===== config.mk =====
export PLATFORM = sky130hd
export DESIGN_NAME = sig_event_counter_flat
export DESIGN_NICKNAME = d
export VERILOG_FILES = /design/src/rtl/sig_event_counter_if.sv /design/src/rtl/sig_event_counter.sv /design/src/flat_wrapper.sv
export SDC_FILE = /design/constraint.sdc
export NUM_CORES = 1
export LEC_CHECK = 0
export ABC_AREA = 1
export CORE_UTILIZATION = 50
export DETAILED_ROUTE_END_ITERATION = 7
export GPL_TIMING_DRIVEN = 0
export PLACE_DENSITY = 0.87
export SLEW_MARGIN = 20
export SYNTH_ARGS = -nofsm -noshare
export SYNTH_HDL_FRONTEND = slang
export SYNTH_SLANG_ARGS = --single-unit

===== constraint.sdc =====
create_clock -name d_clk -period 1.56 [get_ports d_clk]
set_clock_uncertainty 0.05 [all_clocks]
set_input_delay 0.468 -clock d_clk [delete_from_list [all_inputs] [get_ports d_clk]]
set_output_delay 0.468 -clock d_clk [all_outputs]
set_load 0.1 [all_outputs]

===== src/rtl/sig_event_counter_if.sv =====
// rtl/sig_event_counter_if.sv - signal bundle between the upstream level source and the event counter
// Groups the sampled level, the software clear and all debounced/count results.
interface sig_event_counter_if #(
  parameter int CNT_W = 8
);
  logic             sig_in;
  logic             cnt_clr;
  logic             sig_level;
  logic             rise_pulse;
  logic             fall_pulse;
  logic [CNT_W-1:0] event_cnt;
  logic             cnt_sat;

  // Source side: drives the level and clear, observes the results.
  modport master (
    output sig_in,
    output cnt_clr,
    input  sig_level,
    input  rise_pulse,
    input  fall_pulse,
    input  event_cnt,
    input  cnt_sat
  );

  // Counter side: consumes the level and clear, produces the results.
  modport slave (
    input  sig_in,
    input  cnt_clr,
    output sig_level,
    output rise_pulse,
    output fall_pulse,
    output event_cnt,
    output cnt_sat
  );
endinterface


===== src/rtl/sig_event_counter.sv =====
// rtl/sig_event_counter.sv - debounced level tracker with edge pulses and saturating rise counter
// A new level is accepted only after STABLE_CYCLES consecutive samples of it.
// Confirmed rising edges are counted in a saturating, software-clearable counter.
module sig_event_counter #(
  parameter int STABLE_CYCLES = 4,
  parameter int CNT_W         = 8
) (
  input  logic               d_clk,
  input  logic               d_rst_n,
  sig_event_counter_if.slave bus
);

  typedef enum logic [1:0] {
    ST_LOW    = 2'd0,
    ST_CHK_HI = 2'd1,
    ST_HIGH   = 2'd2,
    ST_CHK_LO = 2'd3
  } state_t;

  // Stability counter only needs to reach STABLE_CYCLES-1.
  localparam int SW = (STABLE_CYCLES > 2) ? $clog2(STABLE_CYCLES) : 1;
  localparam logic [SW-1:0]    STAB_ONE  = SW'(1);
  localparam logic [SW-1:0]    STAB_LAST = SW'(STABLE_CYCLES - 1);
  localparam logic [CNT_W-1:0] CNT_ONE   = CNT_W'(1);

  state_t           state;
  logic [SW-1:0]    stab_cnt;
  logic             sig_level_q;
  logic             rise_q;
  logic             fall_q;
  logic [CNT_W-1:0] event_cnt_q;
  logic             cnt_sat_q;
  logic [CNT_W-1:0] cnt_next;
  logic             confirm_rise;
  logic             confirm_fall;

  // A candidate is confirmed when its final required sample arrives this edge.
  always_comb begin
    confirm_rise = (state == ST_CHK_HI) && bus.sig_in  && (stab_cnt == STAB_LAST);
    confirm_fall = (state == ST_CHK_LO) && !bus.sig_in && (stab_cnt == STAB_LAST);
  end

  // Debounce FSM; level and pulses are registered alongside the state.
  always_ff @(posedge d_clk) begin
    if (!d_rst_n) begin
      state       <= ST_LOW;
      stab_cnt    <= '0;
      sig_level_q <= 1'b0;
      rise_q      <= 1'b0;
      fall_q      <= 1'b0;
    end else begin
      rise_q <= confirm_rise;
      fall_q <= confirm_fall;
      unique case (state)
        ST_LOW: begin
          if (bus.sig_in) begin
            state    <= ST_CHK_HI;
            stab_cnt <= STAB_ONE;
          end
        end
        ST_CHK_HI: begin
          if (!bus.sig_in) begin
            state    <= ST_LOW;
            stab_cnt <= '0;
          end else if (stab_cnt == STAB_LAST) begin
            state       <= ST_HIGH;
            stab_cnt    <= '0;
            sig_level_q <= 1'b1;
          end else begin
            stab_cnt <= stab_cnt + STAB_ONE;
          end
        end
        ST_HIGH: begin
          if (!bus.sig_in) begin
            state    <= ST_CHK_LO;
            stab_cnt <= STAB_ONE;
          end
        end
        ST_CHK_LO: begin
          if (bus.sig_in) begin
            state    <= ST_HIGH;
            stab_cnt <= '0;
          end else if (stab_cnt == STAB_LAST) begin
            state       <= ST_LOW;
            stab_cnt    <= '0;
            sig_level_q <= 1'b0;
          end else begin
            stab_cnt <= stab_cnt + STAB_ONE;
          end
        end
        default: begin
          state    <= ST_LOW;
          stab_cnt <= '0;
        end
      endcase
    end
  end

  // Next counter value: clear wins over increment but keeps a simultaneous rise.
  always_comb begin
    cnt_next = event_cnt_q;
    if (bus.cnt_clr) begin
      cnt_next = confirm_rise ? CNT_ONE : '0;
    end else if (confirm_rise && !(&event_cnt_q)) begin
      cnt_next = event_cnt_q + CNT_ONE;
    end
  end

  // Counter and its saturation flag are registered together so they never disagree.
  always_ff @(posedge d_clk) begin
    if (!d_rst_n) begin
      event_cnt_q <= '0;
      cnt_sat_q   <= 1'b0;
    end else begin
      event_cnt_q <= cnt_next;
      cnt_sat_q   <= &cnt_next;
    end
  end

  assign bus.sig_level  = sig_level_q;
  assign bus.rise_pulse = rise_q;
  assign bus.fall_pulse = fall_q;
  assign bus.event_cnt  = event_cnt_q;
  assign bus.cnt_sat    = cnt_sat_q;

endmodule


===== src/flat_wrapper.sv =====
// flat-port wrapper written by rule: the top's interface ports become plain ports
module sig_event_counter_flat 
#(
  parameter int STABLE_CYCLES = 4,
  parameter int CNT_W         = 8
)
  (d_clk, d_rst_n, bus_sig_in, bus_cnt_clr, bus_sig_level, bus_rise_pulse, bus_fall_pulse, bus_event_cnt, bus_cnt_sat);
  sig_event_counter_if #(.CNT_W(CNT_W)) bus_i ();
  input  logic d_clk;
  input  logic d_rst_n;
  input wire logic [$bits(bus_i.sig_in)-1:0] bus_sig_in;
  input wire logic [$bits(bus_i.cnt_clr)-1:0] bus_cnt_clr;
  output wire logic [$bits(bus_i.sig_level)-1:0] bus_sig_level;
  output wire logic [$bits(bus_i.rise_pulse)-1:0] bus_rise_pulse;
  output wire logic [$bits(bus_i.fall_pulse)-1:0] bus_fall_pulse;
  output wire logic [$bits(bus_i.event_cnt)-1:0] bus_event_cnt;
  output wire logic [$bits(bus_i.cnt_sat)-1:0] bus_cnt_sat;
  assign bus_i.sig_in = bus_sig_in;
  assign bus_i.cnt_clr = bus_cnt_clr;
  assign bus_sig_level = bus_i.sig_level;
  assign bus_rise_pulse = bus_i.rise_pulse;
  assign bus_fall_pulse = bus_i.fall_pulse;
  assign bus_event_cnt = bus_i.event_cnt;
  assign bus_cnt_sat = bus_i.cnt_sat;
  sig_event_counter #(.STABLE_CYCLES(STABLE_CYCLES), .CNT_W(CNT_W)) u_core (.d_clk(d_clk), .d_rst_n(d_rst_n), .bus(bus_i));
endmodule

==> impl_metrics.tcl <==
set metrics [dict create \
    fmaxAchievable_mhz 648 \
    grt_pass1_vias 712 \
    finalSetupViolCount 0 \
    setup_ws_ns 0.0169 \
    drv_slew 0 \
    io_pins 16 \
    grt_pass1_wl_um 2830 \
    clock_path_buffers 2 \
    syn_inst 123 \
    die_y_um 43.3 \
    ctsHtreeMaxLevel 1 \
    rsz0062_at_grt "true" \
    synth_nets 129 \
    wirelength_um 1810 \
    cts_tree "built" \
    hold_viol_final 0 \
    overflow 0 \
    critPathBufInv 0 \
    dr.pass1.iters 6 \
    synth_top_area_cell "dfxtp_1" \
    grt_start_max_net_pins 11 \
    fin_setup_tns_ns 0 \
    max-cap-violations 0 \
    route.antenna.remaining_nets 0 \
    fin_crit_sh_pct 98.9 \
    worst_pin_slew_ns 0.482 \
    violations "DRC" \
    power_density_nw_per_um2 578 \
    final_cell_mix "nand2_1 (23), nor2_1 (16), inv_1 (15)" \
    antenna_found_initial 0 \
    syn_area_per_cell_um2 6.95 \
    clk_pin_slew_ns 0.09 \
    fp.dieArea_um2 1880 \
    start_util_pct 54.8 \
    drtIter0Drc 17 \
    hold_path.class "flop to flop" \
    layout-drive-gt1-share_pct 37.0 \
    seqCellArea_um2 353 \
    crit_chain "ha_4, nand2_2, nor2_4, nand2_4, nand2_8, nand2_2, nand2_2, nand2_2, nor2_2, nand2_1, nor2_2" \
    synth_top_area_share_pct 37.5 \
    clockRootBuffer "clkbuf_4" \
    p_leak_nw 0.496 \
    seq_area_frac_synth_pct 37.5 \
    multiInputGateArea_um2 527 \
    fillCellCount 119 \
    synthToLayoutAreaGrowth_pct 34.0 \
    die_w_um 43.3 \
    coreArea_um2 1560 \
    max_slew_margin_pct 68.1 \
    ys_types 22 \
    cp_slowest_cell "dfxtp_4" \
    clock_sinks 16 \
    cp_max_fo 8 \
    antennaDiodeCount 0 \
    routedWlPerCell_um 11.2 \
    synth-seq-cells 16 \
    yosysWarnings 0 \
    critPathLaunchType "flop" \
    required_ns 1.74 \
    netlist_area_um2 855 \
    rows 14 \
    place_worst_setup_slack_ns -0.475 \
    cts_hold_buf 0 \
    place_congestion 0.879 \
    fin_crit_ns 1.54 \
    drc 4 \
    yosys-top-cells-area "dfxtp_1 (37%), nand2_1 (14%), nor2_1 (7.5%)" \
    grt_use_total_pct 20.7 \
    vias_per_cell 5.24 \
    status "finished with violations" \
    critPathKind "flop to flop" \
    port_buffers 15 \
    layout_commonest_cell "nand2_1" \
    crit_top_cell "nand2_2" \
    cts_buffers 3 \
    crit_family "simple AND/OR/NAND/NOR gates" \
    dp_hpwl_um 1280 \
    peakVddDrop_mv 0.906 \
    max_stage_delay_ns 0.38 \
    nets 153 \
    arrival_ns 1.72 \
    crit_path_end_kind "flop" \
    insertion_delay_ns 0.29 \
    vias 849 \
]
## through the flow
step / instance area, um^2 / instances / hold WS [ns] / total power, W / utilization (%)
floorplan: 897 / 123 / 0.393 / 0.000428 / -
global placement: 1070 / 154 / 0.407 / 0.000443 / 68.5
detailed placement: 1070 / 154 / 0.414 / 0.000444 / 68.5
CTS: 1070 / 159 / 0.427 / 0.000659 / 68.6
global route: 1140 / 162 / 0.465 / 0.000684 / 73.4
finish: 1140 / 162 / 0.443 / 0.000662 / 73.4
## area by class of cell
cell class	count	share of cell area, %
buffer	1	0.328
clock buffer	3	1.97
clock inverter	1	0.328
inverter	17	6.01
multi-input combinational	89	46.0
sequential	16	30.8
tap	16	1.75
timing repair buffer	19	12.8
## worst paths after layout
path | from | endpoint | slack (ns) | cells past startpoint
min | u_core.bus.sig_level | u_core.bus.sig_level | 0.44 | 2
max reg2reg | u_core.bus.event_cnt[1] | u_core.bus.cnt_sat | 0.02 | 11
max | u_core.bus.event_cnt[1] | u_core.bus.cnt_sat | 0.02 | 11
min reg2reg | u_core.bus.sig_level | u_core.bus.sig_level | 0.44 | 2
## where the power goes
| group | leakage, nW | internal (W) | switching (W) |
|---|---|---|---|
| Clock | 0.0154 | 0.0000930 | 0.000129 |
| Sequential | 0.137 | 0.000399 | 0.00000439 |
| Combinational | 0.344 | 0.0000148 | 0.0000224 |
## metal layers
metal,wire length (um),track usage (%),vias up
met2,918,35.5,32
met1,733,23.8,379
met3,103,2.50,4
met4,53,15.0,0
met5,0,0,-
li1,-,-,434
## cell usage after synthesis
library cell   n
nor3_1         3
a21oi_1        3
nand2_8        1
nand2_2        1
nor2_8         1
nand3_1       11
dfxtp_1       16
nand2_1       32
ha_1           2
clkbuf_1       1
nand3b_1       1
o21ai_0        5
inv_4          1
nand2_4        1
nand4_1        2
o21ai_1        2
nor2_4         2
o21bai_1       1
xnor2_1        1
inv_1         16
nor2_2         3
nor2_1        17
## state kept, by name, indices dropped and copies added, names as in the netlist, named ones only
name and count:
u_core.bus.event_cnt 8, u_core.stab_cnt 2, u_core.bus.cnt_sat 1, u_core.bus.fall_pulse 1
u_core.bus.rise_pulse 1, u_core.bus.sig_level 1, u_core.state 1
## worst min-delay path, delay by kind of cell, from the launching register on
family	cells	cell delay, ns
AO/OA/AOI/OAI	2	0.13
flip-flops	1	0.32
## cells by family (layout without fill, tap and decap cells)
group / Yosys count / count (layout) / synth area share (%)
buffers and inverters: 18 / 41 / 8.20
adder cells (fa/ha/maj): 2 / 2 / 2.93
AND/OR/NAND/NOR: 75 / 75 / 43.6
AO/OA/AOI/OAI: 11 / 11 / 6.73
flip-flops: 16 / 16 / 37.5
XOR/XNOR: 1 / 1 / 1.03
## what timing repair did
item,CTS,global route
pin swaps,1,12
endpoints found under the setup margin,17,3
gates resized for setup,72,19
setup buffers,1,3
No activity file was read; power rests on OpenSTA's default activity.
